`config.mk`:
```
export PLATFORM = sky130hd
export DESIGN_NAME = if_id_queue
export DESIGN_NICKNAME = d
export VERILOG_FILES = /design/src/rtl/if_id_queue_pkg.sv /design/src/rtl/if_id_queue_ptr.sv /design/src/rtl/if_id_queue.sv
export SDC_FILE = /design/constraint.sdc
export NUM_CORES = 1
export LEC_CHECK = 0
export ABC_CLOCK_PERIOD_IN_PS = 11870
export BUFFER_PORTS_ARGS = -buffer_cell sky130_fd_sc_hd__buf_4
export CAP_MARGIN = 20
export CORE_ASPECT_RATIO = 0.6
export CORE_MARGIN = 3
export CORE_UTILIZATION = 25
export DETAILED_ROUTE_END_ITERATION = 7
export SLEW_MARGIN = 40
export SYNTH_ARGS = -nofsm -noshare
export SYNTH_HDL_FRONTEND = slang
export SYNTH_SLANG_ARGS = --single-unit
```
`constraint.sdc`:
```
create_clock -name clk -period 11.87 [get_ports clk]
set_input_delay 2.374 -clock clk [delete_from_list [all_inputs] [get_ports clk]]
set_output_delay 2.374 -clock clk [all_outputs]
set_load 0.03 [all_outputs]
```
`src/rtl/if_id_queue_pkg.sv`:
```
// ============================================================================
// Module      : if_id_queue_pkg
// Description : Shared constants and helpers for the fetch-to-decode queue.
// Revision    : 1.0 - initial release
// ============================================================================
`default_nettype none

package if_id_queue_pkg;

    localparam int unsigned DEFAULT_DEPTH = 2;

    // Pointer width for a DEPTH-entry ring; never narrower than one bit.
    function automatic int unsigned ptr_width(input int unsigned depth);
        return (depth > 1) ? $clog2(depth) : 1;
    endfunction

endpackage

`default_nettype wire

```
`src/rtl/if_id_queue_ptr.sv`:
```
// ============================================================================
// Module      : if_id_queue_ptr
// Description : Ring pointer wrapping from DEPTH-1 to 0, with synchronous clear.
// Revision    : 1.0 - initial release
// ============================================================================
`default_nettype none

module if_id_queue_ptr
    import if_id_queue_pkg::*;
#(
    parameter int DEPTH     = DEFAULT_DEPTH,
    parameter int PTR_WIDTH = 1
) (
    input  logic                 clk,
    input  logic                 rst_n,
    input  logic                 inc,
    input  logic                 clear,
    output logic [PTR_WIDTH-1:0] ptr
);

    // Explicit compare keeps non-power-of-two depths wrapping correctly.
    always_ff @(posedge clk or negedge rst_n) begin
        if (!rst_n) begin
            ptr <= '0;
        end else if (clear) begin
            ptr <= '0;
        end else if (inc) begin
            ptr <= (ptr == PTR_WIDTH'(DEPTH - 1)) ? '0 : ptr + PTR_WIDTH'(1);
        end
    end

endmodule

`default_nettype wire

```
`src/rtl/if_id_queue.sv`:
```
// ============================================================================
// Module      : if_id_queue
// Description : DEPTH-entry {instruction, PC} FIFO between Fetcher and Decoder.
//               Optional macro IF_ID_QUEUE_BYPASS_EN adds empty-queue bypass.
// Revision    : 1.0 - initial release
// ============================================================================
`default_nettype none

`ifndef instWidth
`define instWidth 32
`endif
`ifndef addrWidth
`define addrWidth 32
`endif

module if_id_queue
    import if_id_queue_pkg::*;
#(
    parameter int INST_WIDTH = `instWidth,
    parameter int ADDR_WIDTH = `addrWidth,
    parameter int DEPTH      = DEFAULT_DEPTH,
    parameter int CNT_WIDTH  = $clog2(DEPTH + 1)
) (
    input  logic                  clk,
    input  logic                  rst_n,
    input  logic                  flush,
    input  logic                  in_valid,
    output logic                  in_ready,
    input  logic [INST_WIDTH-1:0] in_inst,
    input  logic [ADDR_WIDTH-1:0] in_pc,
    output logic                  out_valid,
    input  logic                  out_ready,
    output logic [INST_WIDTH-1:0] out_inst,
    output logic [ADDR_WIDTH-1:0] out_pc,
    output logic [CNT_WIDTH-1:0]  count
);

    localparam int PTR_WIDTH = ptr_width(DEPTH);

    logic [INST_WIDTH-1:0] inst_mem [DEPTH];
    logic [ADDR_WIDTH-1:0] pc_mem   [DEPTH];
    logic [PTR_WIDTH-1:0]  wr_ptr;
    logic [PTR_WIDTH-1:0]  rd_ptr;
    logic                  stored;
    logic                  pass_through;
    logic                  push;
    logic                  pop;

    assign stored   = (count != '0);
    assign in_ready = (count != CNT_WIDTH'(DEPTH));

`ifdef IF_ID_QUEUE_BYPASS_EN
    logic bypass;
    assign bypass       = !stored && in_valid && !flush;
    assign pass_through = bypass && out_ready;
    assign out_valid    = stored || bypass;
    assign out_inst     = stored ? inst_mem[rd_ptr] : (bypass ? in_inst : '0);
    assign out_pc       = stored ? pc_mem[rd_ptr]   : (bypass ? in_pc   : '0);
`else
    assign pass_through = 1'b0;
    assign out_valid    = stored;
    assign out_inst     = stored ? inst_mem[rd_ptr] : '0;
    assign out_pc       = stored ? pc_mem[rd_ptr]   : '0;
`endif

    // Flush suppresses both handshakes; a bypassed entry never touches storage.
    assign push = in_valid && in_ready && !flush && !pass_through;
    assign pop  = stored && out_ready && !flush;

    if_id_queue_ptr #(.DEPTH(DEPTH), .PTR_WIDTH(PTR_WIDTH)) u_wr_ptr (
        .clk   (clk),
        .rst_n (rst_n),
        .inc   (push),
        .clear (flush),
        .ptr   (wr_ptr)
    );

    if_id_queue_ptr #(.DEPTH(DEPTH), .PTR_WIDTH(PTR_WIDTH)) u_rd_ptr (
        .clk   (clk),
        .rst_n (rst_n),
        .inc   (pop),
        .clear (flush),
        .ptr   (rd_ptr)
    );

    always_ff @(posedge clk) begin
        if (push) begin
            inst_mem[wr_ptr] <= in_inst;
            pc_mem[wr_ptr]   <= in_pc;
        end
    end

    always_ff @(posedge clk or negedge rst_n) begin
        if (!rst_n) begin
            count <= '0;
        end else if (flush) begin
            count <= '0;
        end else if (push && !pop) begin
            count <= count + CNT_WIDTH'(1);
        end else if (pop && !push) begin
            count <= count - CNT_WIDTH'(1);
        end
    end

endmodule

`default_nettype wire

```
==> impl_metrics.ini <==
[worst_setup_path]
critical_path.cell_chain = nor2_4 > buf_4 > nor2_1 > buf_4
worstSetupPathType = reg -> out
crit_path_top_delay_cell = nor2_4
worst_path_dominant_cell_family = simple AND/OR/NAND/NOR gates
end_kind = output port
cp_data_arrival_time_ps = 2340
number_of_cells_on_the_worst_reg_to_reg_path = 5
critical_path.max_fanout = 36
critPathMostFrequentCell = buf_4
crit_path_max_incr_delay_ps = 620
worstPathRequired_ps = 9500
worstSetupPathDepth = 4
worst-path-buf-inv = 2
setup.worst_path.start_class = flop

[route]
routed_wire_length_per_instance_um = 15.5
drt-pass1-iter-count = 4
drt-total-wl_um = 11200
ant_nets = 0
via_per_inst = 4.13
routed-via-count = 2975
remaining_drc_errors = 0
detailedRoute.firstIterationViolations = 162

[sta]
final.period_utilization_pct = 39.7
maxSlewHeadroom_pct = 49.7
fin_worst_hold_slack_ps = 611
maxSlewViolCount = 0
timing.final.hold_violations = 0
totalNegativeSetupSlack_ps = 0
setup_viol_count_final = 0
timing_worst_slew_pin_value_ps = 753
max_freq_mhz = 212
finalClockSkew_ps = 5.28
post-route-worst-setup-slack_ps = 7160
period_minus_slack_ps = 4710
rsz0062_at_grt = false

[cts]
cts_resized = 0
cts-buffers-inserted = 17
ctsRootBufferMaster = clkbuf_16
clock_pin_slew_of_the_registers_on_the_worst_case_setup_and_hold_paths_ps = 60
number_of_h_tree_levels = 4
clkSinkCount = 132
clock_insertion_delay_at_the_later_pin_of_the_skew_report_ps = 410
holdBufCountCts = 0
cts-root-to-sink-buffers = 2
postCtsSetupRepairBufs = 0
tritoncts = built

[final_layout]
filler_cell_count = 1892
utilization_pct = 36.1
diodes = 0
final_layout_size_suffix_gt1_share_pct = 38.9
final_common_cell = buf_4
final_cell_count_no_fill = 721
area_growth_syn_to_layout_pct = 39.1
net_total_in_the_final_layout = 512
final_cell_mix = 137 x buf_4, 128 x edfxtp_1, 65 x mux2i_1, 65 x nor2_1, 17 x clkbuf_16
design_area_um2 = 7020

[placed_design]
place_worst_setup_slack_ps = 7540
placedInstanceArea_um2 = 6400
detailedPlacementHpwl_um = 7460
dp_cells = 690
number_of_i_o_port_buffers = 136
routabilityCongestion = 0.721

[grt]
grt_most_used_layer = met2
grt.met2_usage_pct = 14.7
global_route.usage.met3_pct = 4.35
grt_start_max_net_pins = 65
grt_antenna_before_repair = 0
grtUsageTotal_pct = 10.3
grt_util_met1_pct = 14.4
via_count_of_the_first_global_routing_pass = 3103
global_route_wire_length_before_repair_um = 17200
globalRoute.totalOverflow = 0

[pwr]
post-layout-total-power_mw = 1.23
comb_power_share_pct = 12.3
power.leakage_nw = 2.57
power.share.switching_pct = 23.7
worst_ir_drop_vdd_mv = 0.0853
seq_power_share_pct = 43.7
power_switching_uw = 291
power_per_unit_of_standard_cell_area_nw_per_um2 = 176
clock_power_share_pct = 44.1
p_int_uw = 941

[floorplanning]
initial_core_util_pct = 26.0
die_extent_in_x_um = 189
core_rows = 39
die_height_um = 116
fp.dieArea_um2 = 22000
core_area_um2 = 19400
pin_count = 137

[hold_path]
hold_class = reg -> reg
whs_path_depth = 2

[logic_synthesis]
yosysTopAreaCell = edfxtp_1
postSynthAreaPerCell_um2 = 17.0
seq_area_frac_synth_pct = 78.2
synthesis.nets = 366
post_synth_inst_count = 297
synthesis.yosys.warnings = 0
area_of_the_mapped_netlist_um2 = 5040
synth_largest_type_area_fraction_pct = 76.2
synth_cell_types = 21
synth.top_cells.by_area = edfxtp_1 76%, mux2i_1 13%, nor2_1 4.9%, dfrtp_1 2.0%, buf_4 0.89%
synth_seq_cells = 132

[flow_run]
max_cap_violations = 0

[outcome]
outcome = completed
## layer usage
metal / share of wire, % / wire, um
met5: 0 / 0
met4: 1.1 / 118
met3: 7.7 / 859
met2: 41 / 4590
met1: 50 / 5620
## power by group through the flow
| stage | logic [mW] | clock network, mW | registers [mW] |
|---|---|---|---|
| after floorplan | 0.0883 | 0 | 0.547 |
| after global placement | 0.140 | 0 | 0.555 |
| after detailed placement | 0.153 | 0 | 0.548 |
| after CTS | 0.153 | 0.557 | 0.538 |
| after global routing | 0.162 | 0.582 | 0.539 |
| final | 0.151 | 0.543 | 0.538 |
## final timing paths
path                              start      endpoint  slack [ps]
min in group asynchronous         rst_n  u_rd_ptr.ptr        1750
max in group asynchronous         rst_n  u_rd_ptr.ptr       10000
max                            count[1]   out_inst[8]        7160
max reg2reg                    count[1]  pc_mem[1][6]        9810
min reg2reg                u_wr_ptr.ptr  u_wr_ptr.ptr         610
min                        u_wr_ptr.ptr  u_wr_ptr.ptr         610
## worst reg2reg max path, stage by stage, from the launching register on
cell,delay [ps]
dfrtp_1,470
nor2b_2,210
inv_2,100
nand2_1,100
nor3b_2,220
buf_6,530
## state kept, by name, indices dropped and copies added (netlist names)
name	flops
u_rd_ptr.ptr	1
inst_mem	64
u_wr_ptr.ptr	1
count	2
pc_mem	64
## cell usage after synthesis, drive strengths merged
master,number
a21o,1
a21oi,4
buf,13
clkbuf,1
dfrtp,4
edfxtp,128
inv,3
mux2i,65
nand2,1
nand3b,1
nor2,66
nor2b,1
nor3,1
nor3b,2
o211ai,1
o21ai,2
or2,1
or3,1
xor2,1
## cell families (layout without fill, tap and decap cells)
kind of cell           after synthesis  count (layout)  synth area share [%]
buffers and inverters               17             175                  1.89
AND/OR/NAND/NOR                     74              74                  5.95
AO/OA/AOI/OAI                        8               8                 0.893
multiplexers                        65              65                  12.9
XOR/XNOR                             1               1                 0.174
flip-flops                         132             132                  78.2
## cell type report
type | instances | area [um^2] | share of cell area [%]
multi-input combinational | 148 | 1020 | 14.6
inverter | 3 | 11.3 | 0.160
clock buffer | 18 | 429 | 6.12
timing repair buffer | 141 | 1090 | 15.5
sequential | 132 | 3950 | 56.2
clock inverter | 13 | 184 | 2.62
tap | 266 | 333 | 4.74
No activity file was read; power rests on OpenSTA's default activity.
